[src/rtl/input_conditioner.sv]
// Input conditioner for the board's push-buttons and slide-switches.
// Every raw pin passes through a two-flop synchronizer. Switch levels are
// only synchronized. Button levels are also debounced, and they produce
// press pulses and sticky press flags for the GPIO block.
module input_conditioner #(
  parameter int unsigned DEBOUNCE_CYCLES = 1000000
) (
  input  logic        clk,
  input  logic        reset,
  input  logic [3:0]  btn_raw,
  input  logic [15:0] sw_raw,
  input  logic [3:0]  event_clear,
  output logic [3:0]  btn_stable,
  output logic [3:0]  btn_press,
  output logic [3:0]  btn_event,
  output logic [15:0] sw_sync
);

  localparam int unsigned     CNT_W   = $clog2(DEBOUNCE_CYCLES) + 1;
  localparam logic [CNT_W-1:0] CNT_MAX = CNT_W'(DEBOUNCE_CYCLES - 1);

  // Synchronizer stages. Raw pins feed only the s1 flops.
  logic [3:0]  btn_s1_q, btn_s2_q;
  logic [15:0] sw_s1_q, sw_s2_q;

  // Debounce state, one counter per button.
  logic [3:0][CNT_W-1:0] cnt_q, cnt_d;
  logic [3:0]            stable_q, stable_d;
  logic [3:0]            press_q, press_d;
  logic [3:0]            event_q, event_d;

  // Two-flop synchronizers for every button and switch pin.
  always_ff @(posedge clk) begin
    if (reset) begin
      btn_s1_q <= '0;
      btn_s2_q <= '0;
      sw_s1_q  <= '0;
      sw_s2_q  <= '0;
    end else begin
      // NOTE: non-blocking assignments make s2 take the old s1, not the new one.
      btn_s1_q <= btn_raw;
      btn_s2_q <= btn_s1_q;
      sw_s1_q  <= sw_raw;
      sw_s2_q  <= sw_s1_q;
    end
  end

  // Debounce qualification, press detection and sticky event flags.
  always_comb begin
    // NOTE: defaults come first so that no path leaves a signal unassigned and infers a latch.
    cnt_d    = cnt_q;
    stable_d = stable_q;
    press_d  = '0;
    for (int i = 0; i < 4; i++) begin
      if (btn_s2_q[i] == stable_q[i]) begin
        // Level agrees with the accepted one. A bounce restarts qualification.
        cnt_d[i] = '0;
      end else if (cnt_q[i] == CNT_MAX) begin
        // The level has held long enough. Accept it and pulse on a rising edge only.
        stable_d[i] = btn_s2_q[i];
        cnt_d[i]    = '0;
        press_d[i]  = btn_s2_q[i];
      end else begin
        cnt_d[i] = cnt_q[i] + CNT_W'(1);
      end
    end
    // Setting the flag wins over a clear that arrives at the same edge.
    event_d = press_d | (event_q & ~event_clear);
  end

  // Debounce state registers.
  always_ff @(posedge clk) begin
    if (reset) begin
      // NOTE: the counters are reset too, so a partial count is discarded and qualification restarts from zero.
      cnt_q    <= '0;
      stable_q <= '0;
      press_q  <= '0;
      event_q  <= '0;
    end else begin
      cnt_q    <= cnt_d;
      stable_q <= stable_d;
      press_q  <= press_d;
      event_q  <= event_d;
    end
  end

  assign btn_stable = stable_q;
  assign btn_press  = press_q;
  assign btn_event  = event_q;
  assign sw_sync    = sw_s2_q;

endmodule
[config.mk]
export PLATFORM = sky130hd
export DESIGN_NAME = input_conditioner
export DESIGN_NICKNAME = d
export VERILOG_FILES = /design/src/rtl/input_conditioner.sv
export SDC_FILE = /design/constraint.sdc
export NUM_CORES = 1
export LEC_CHECK = 0
export BUFFER_PORTS_ARGS = -buffer_cell sky130_fd_sc_hd__buf_2
export CAP_MARGIN = 20
export CELL_PAD_IN_SITES_DETAIL_PLACEMENT = 0
export CELL_PAD_IN_SITES_GLOBAL_PLACEMENT = 1
export CORE_MARGIN = 2
export CORE_UTILIZATION = 30
export CTS_CLUSTER_SIZE = 25
export DETAILED_ROUTE_END_ITERATION = 16
export PLACE_DENSITY = 0.52
export RECOVER_POWER = 50
export SYNTH_ARGS = -nofsm -noshare
export SYNTH_HDL_FRONTEND = slang
export SYNTH_SLANG_ARGS = --single-unit
[constraint.sdc]
create_clock -name clk -period 2.8 [get_ports clk]
set_input_delay 0.42 -clock clk [delete_from_list [all_inputs] [get_ports clk]]
set_output_delay 0.42 -clock clk [all_outputs]
set_load 0.02 [all_outputs]
* Yosys cells after proc, flatten, opt, wreduce, memory -nomap -nowiden *
Index checks and enable logic that the tools add are counted.
Widths: inputs -> output; s select.

storage, ports and cells
  flip-flop bits (word level) = 136
  output and inout bits = 28
  logic and storage cells = 49

cells by class
  reductions and logical operators = 8
  muxes and demuxes = 8
  bitwise operators = 7
  add/subtract/negate cells = 4
  eq/ne operators = 8

operators by type and width
  kind                   number
  $add 21x1->21 const B  4
  $eq 21x20->1 const B   4
  $reduce_or 3->1        4
  $mux 1                 8
  $reduce_and 2->1       4
  $and 4x4->4            1
  $eq 1x1->1             4
  $not 1->1              4
  $not 4->4              1
  $or 4x4->4             1

* Longest topological paths before layout *
  depth in word-level cells = 4
  mapped depth = 7

* Least setup slack after synthesis *
OpenSTA, ideal clock, no wires.

  path type = flip-flop to flip-flop
  from = register cnt_q[21] (netlist bit)
  to = register cnt_q[39] (netlist bit)
  clock period less this slack = 1.972 ns
  slack = 0.828 ns
  setup time = 0.066 ns
  buffers on the path = 1
  arrival time = 1.906 ns
  required time = 2.734 ns
  cell stages (with the launch flop) = 7
  cells stage by stage = dfxtp_1 ha_1 nand2_1 or4_1 buf_2 or4_4 a21oi_2

on the way
  word-level cells in the longest chain between the ends = 2
  elaborated cells between the ends (all ways) = 3
  those cells by class = add/sub: 1; eq/ne: 1; reduce/logical: 1

ends and longest elaborated chain
  what                                                   RTL line  source
  from (decl)                                            27        logic [3:0][CNT_W-1:0] cnt_q, cnt_d;
  from (signal assigned)                                 80        cnt_q <= cnt_d;
  branches (longest 2 deep; another with $add 21x1->21)  --

Parallel ways; which one is timed is not known.
A chain may end at the register's enable or synchronous reset.

* Worst setup path in the final report *
  from = register cnt_q[21] (netlist bit)
  to = register cnt_q[41] (netlist bit)

Same word-level chain as after synthesis.

==> run summary <==
status: completed
total negative slack: 0 ns
Relative slew margins: 0.329
critical path launch point type: register
Max H-tree Level: 4
Post-DP Area: 5970 µm²
slowest CP cell: or4_1
Synth Area in XOR/XNOR: 0.0821
Cell Area, Synth: 5440 µm²
gr usage total: 0.125
CP dominant cell by count: or4_1
setup bufs post-CTS: 0
kind of critical path: register to register
max incr delay on CP: 0.68 ns
#FFs+latches synth: 136
Mean Syn Cell Area: 9.26 µm²
antenna diode count: 0
Die Y: 139 µm
routed vias: 4181
critical path capture point type: register
Cell Chain, Critical Path: ha_1 > nand2_1 > or4_1 > or4_1 > a21oi_1
CTS tree: done
Crit path arrival time: 2.52 ns
antenna violations before repair: 0
synth warn: 0
hold crit path type: input port to register
Die ar.: 19200 µm²
CP required: 3.14 ns
Seq/Total Area, Yosys: 0.500
Final setup violation count: 0
setup clock skew after layout: 0.00757 ns
clock insertion delay at the later pin of the skew report: 0.41 ns
largest fanout on the critical path: 10
overall power: 4.53 mW
Slew @ Worst Pin: 1.01 ns
Leak: 2.08 nW
Max-cap violations: 0
drt wl/cell: 12.7 µm
cts hold-fix bufs: 0
syn_nets: 618
adder-cell share of the synthesized area: 0.00919
nets@finish: 676
Initial Util: 0.304
Antenna Nets Post-Route: 0
Cells after Synth: 588
drt pass-1 iters: 4
reg2reg path depth: 5
layout cells sized above 1: 0.123
Hold Vio Cnt, Final: 0
RSZ-0062 raised after global routing: no
total clock sinks: 136
simple-gate area share of the yosys netlist: 0.305
fillcell total: 1828
Sequential cell area: 2720 µm²
reg2reg setup slack: 0.62 ns
GPL Wtd Cong: 0.733
largest net degree at the start of global routing: 41
mux cell area share after synthesis: 0
minimum clock period: 2.18 ns
post-CTS resize count: 0
DRC: 0
Post-DP HPWL: 7780 µm
largest family of logic cells by synthesized area: simple AND/OR/NAND/NOR gates
Multi-input gate area: 2570 µm²
vias in the first global route: 4096
GR Overflow Total: 0
count of input and output buffers: 53
Finished Layout Cells: 888
top-level port count: 54
Hold Path Cell Cnt: 2
CTS buffer count: 17
worst reg2reg endpoint: cnt_q[41]$_SDFF_PP0_
first-pass GRT wire length: 19700 µm
Power Density: 690 nW/µm²
min-delay src: btn_raw[2]
cell total after placement: 856
Starting DRT DRC Count: 230
site row count: 49
Routed WL: 11300 µm
final max-slew violation count: 0
crit share post-route: 0.778
post-route cell area: 6570 µm²
Worst VDD drop: 0.411 mV
post-synthesis compound-gate area fraction: 0.0770
Crit Reg-Reg Startpoint: cnt_q[21]$_SDFF_PP0_
DIE WIDTH: 139 µm
post-synthesis cell type count: 39
vias per cell: 4.71
Root Buffer Master: clkbuf_16
Hold EP: btn_s1_q[2]$_SDFF_PP0_
Min Hold Slack: 0.214 ns
Max Buffers Root-to-Sink: 2
FMAX: 459 MHz
Placeable Area: 17900 µm²
Reg clk slew, reported paths: 0.06 ns
Layout area overhead: 20.8%
-- report_power, final --
part	internal (mW)	switching, mW
clock network	1.61	0.861
registers	1.96	0.00943
logic	0.0366	0.0520
total	3.61	0.922
-- final cells by class --
type,instances,share of cell area
repair buffers,61,0.0436
inverters,13,0.00742
clock inverters,14,0.0337
multi-input cells,417,0.391
flip-flops and latches,136,0.414
clock buffers,18,0.0668
well taps,229,0.0436
-- synth_stat cells, drive strengths merged --
| cell | n | area share |
|---|---|---|
| or2 | 5 | 0.0057 |
| or4 | 20 | 0.032 |
| and2 | 3 | 0.0034 |
| nand3 | 28 | 0.027 |
| nand2b | 8 | 0.0092 |
| or3b | 1 | 0.0016 |
| clkbuf | 12 | 0.0083 |
| nor4 | 9 | 0.010 |
| a21oi | 35 | 0.034 |
| and4 | 9 | 0.014 |
| xor2 | 19 | 0.031 |
| or4b | 4 | 0.0074 |
| and3 | 9 | 0.010 |
| xnor2 | 32 | 0.051 |
| buf | 10 | 0.0094 |
| o31a | 1 | 0.0016 |
| nor2b | 40 | 0.046 |
| nor2 | 67 | 0.046 |
| or3 | 24 | 0.028 |
| nand4b | 3 | 0.0048 |
| o21ai | 21 | 0.021 |
| nand4 | 21 | 0.024 |
| nand4bb | 1 | 0.0021 |
| nor3 | 12 | 0.011 |
| nand2 | 25 | 0.017 |
| inv | 13 | 0.0090 |
| o31ai | 13 | 0.018 |
| nor4b | 2 | 0.0044 |
| dfxtp | 136 | 0.50 |
| o32a | 1 | 0.0018 |
| ha | 4 | 0.0092 |
-- state kept, by name, summed over array words and instances, names as in the netlist --
register    cells
btn_event       4
btn_press       4
btn_s1_q        4
btn_s2_q        4
btn_stable      4
cnt_q          84
sw_s1_q        16
sw_sync        16
-- how the worst max path moves through the flow --
stage	startpoint	to	slack (ns)	depth (start not counted)
after floorplan	cnt_q[21]$_SDFF_PP0_	cnt_q[39]$_SDFF_PP0_	0.83	6
after global placement	cnt_q[21]$_SDFF_PP0_	cnt_q[39]$_SDFF_PP0_	0.70	5
after detailed placement	cnt_q[21]$_SDFF_PP0_	cnt_q[39]$_SDFF_PP0_	0.66	5
after CTS	cnt_q[21]$_SDFF_PP0_	cnt_q[41]$_SDFF_PP0_	0.64	5
after global routing	cnt_q[21]$_SDFF_PP0_	cnt_q[41]$_SDFF_PP0_	0.45	5
final	cnt_q[21]$_SDFF_PP0_	cnt_q[41]$_SDFF_PP0_	0.62	5
-- critical path, delay by kind of cell, from the launching register on --
family,cells,cell delay [ns]
AOI/OAI and AO/OA,1,0.15
adders and majority gates,1,0.26
DFF,1,0.40
and+or+nand+nor,3,1.31
-- per-stage QoR --
step,utilization,worst slack [ns]
after floorplan,-,0.828
after global placement,0.334,0.701
after detailed placement,0.334,0.656
after CTS,0.370,0.639
after global routing,0.367,0.450
final,0.367,0.622
-- cell usage in the layout (no fill, tap or decap), types with 5 or more instances in the layout --
cell | synthesis | layout
dfxtp_1 | 136 | 136
nor2_1 | 67 | 67
nor2b_1 | 40 | 40
a21oi_1 | 32 | 32
xnor2_1 | 32 | 32
clkbuf_1 | 12 | 29
nand3_1 | 27 | 27
nand2_1 | 25 | 25
or3_1 | 24 | 24
buf_2 | 8 | 24
nand4_1 | 21 | 21
xor2_1 | 19 | 19
o21ai_0 | 17 | 18
clkbuf_16 | 0 | 17
or4_1 | 13 | 15
inv_1 | 13 | 13
o31ai_1 | 13 | 13
nor3_1 | 12 | 12
and3_1 | 9 | 9
nor4_1 | 9 | 9
and4_1 | 9 | 9
nand2b_1 | 8 | 8
buf_4 | 1 | 7
or2_2 | 5 | 5
or4_4 | 7 | 5
bufinv_16 | 0 | 5
-- kinds of logic (layout without fill, tap and decap cells) --
logic type / after synthesis / count (layout)
xor gates and xnor gates: 51 / 51
adders and majority gates: 4 / 4
AOI/OAI and AO/OA: 71 / 71
buffers and inverters: 35 / 106
and+or+nand+nor: 291 / 291
DFF: 136 / 136
-- layer usage --
metal | wire length, µm | share of wire | global-route usage
met1 | 5490 | 0.49 | 0.154
met2 | 5060 | 0.45 | 0.198
met5 | 0 | 0 | 0
met3 | 585 | 0.052 | 0.0477
met4 | 176 | 0.016 | 0.0473
Note: power is estimated with default switching activity, not from simulation.
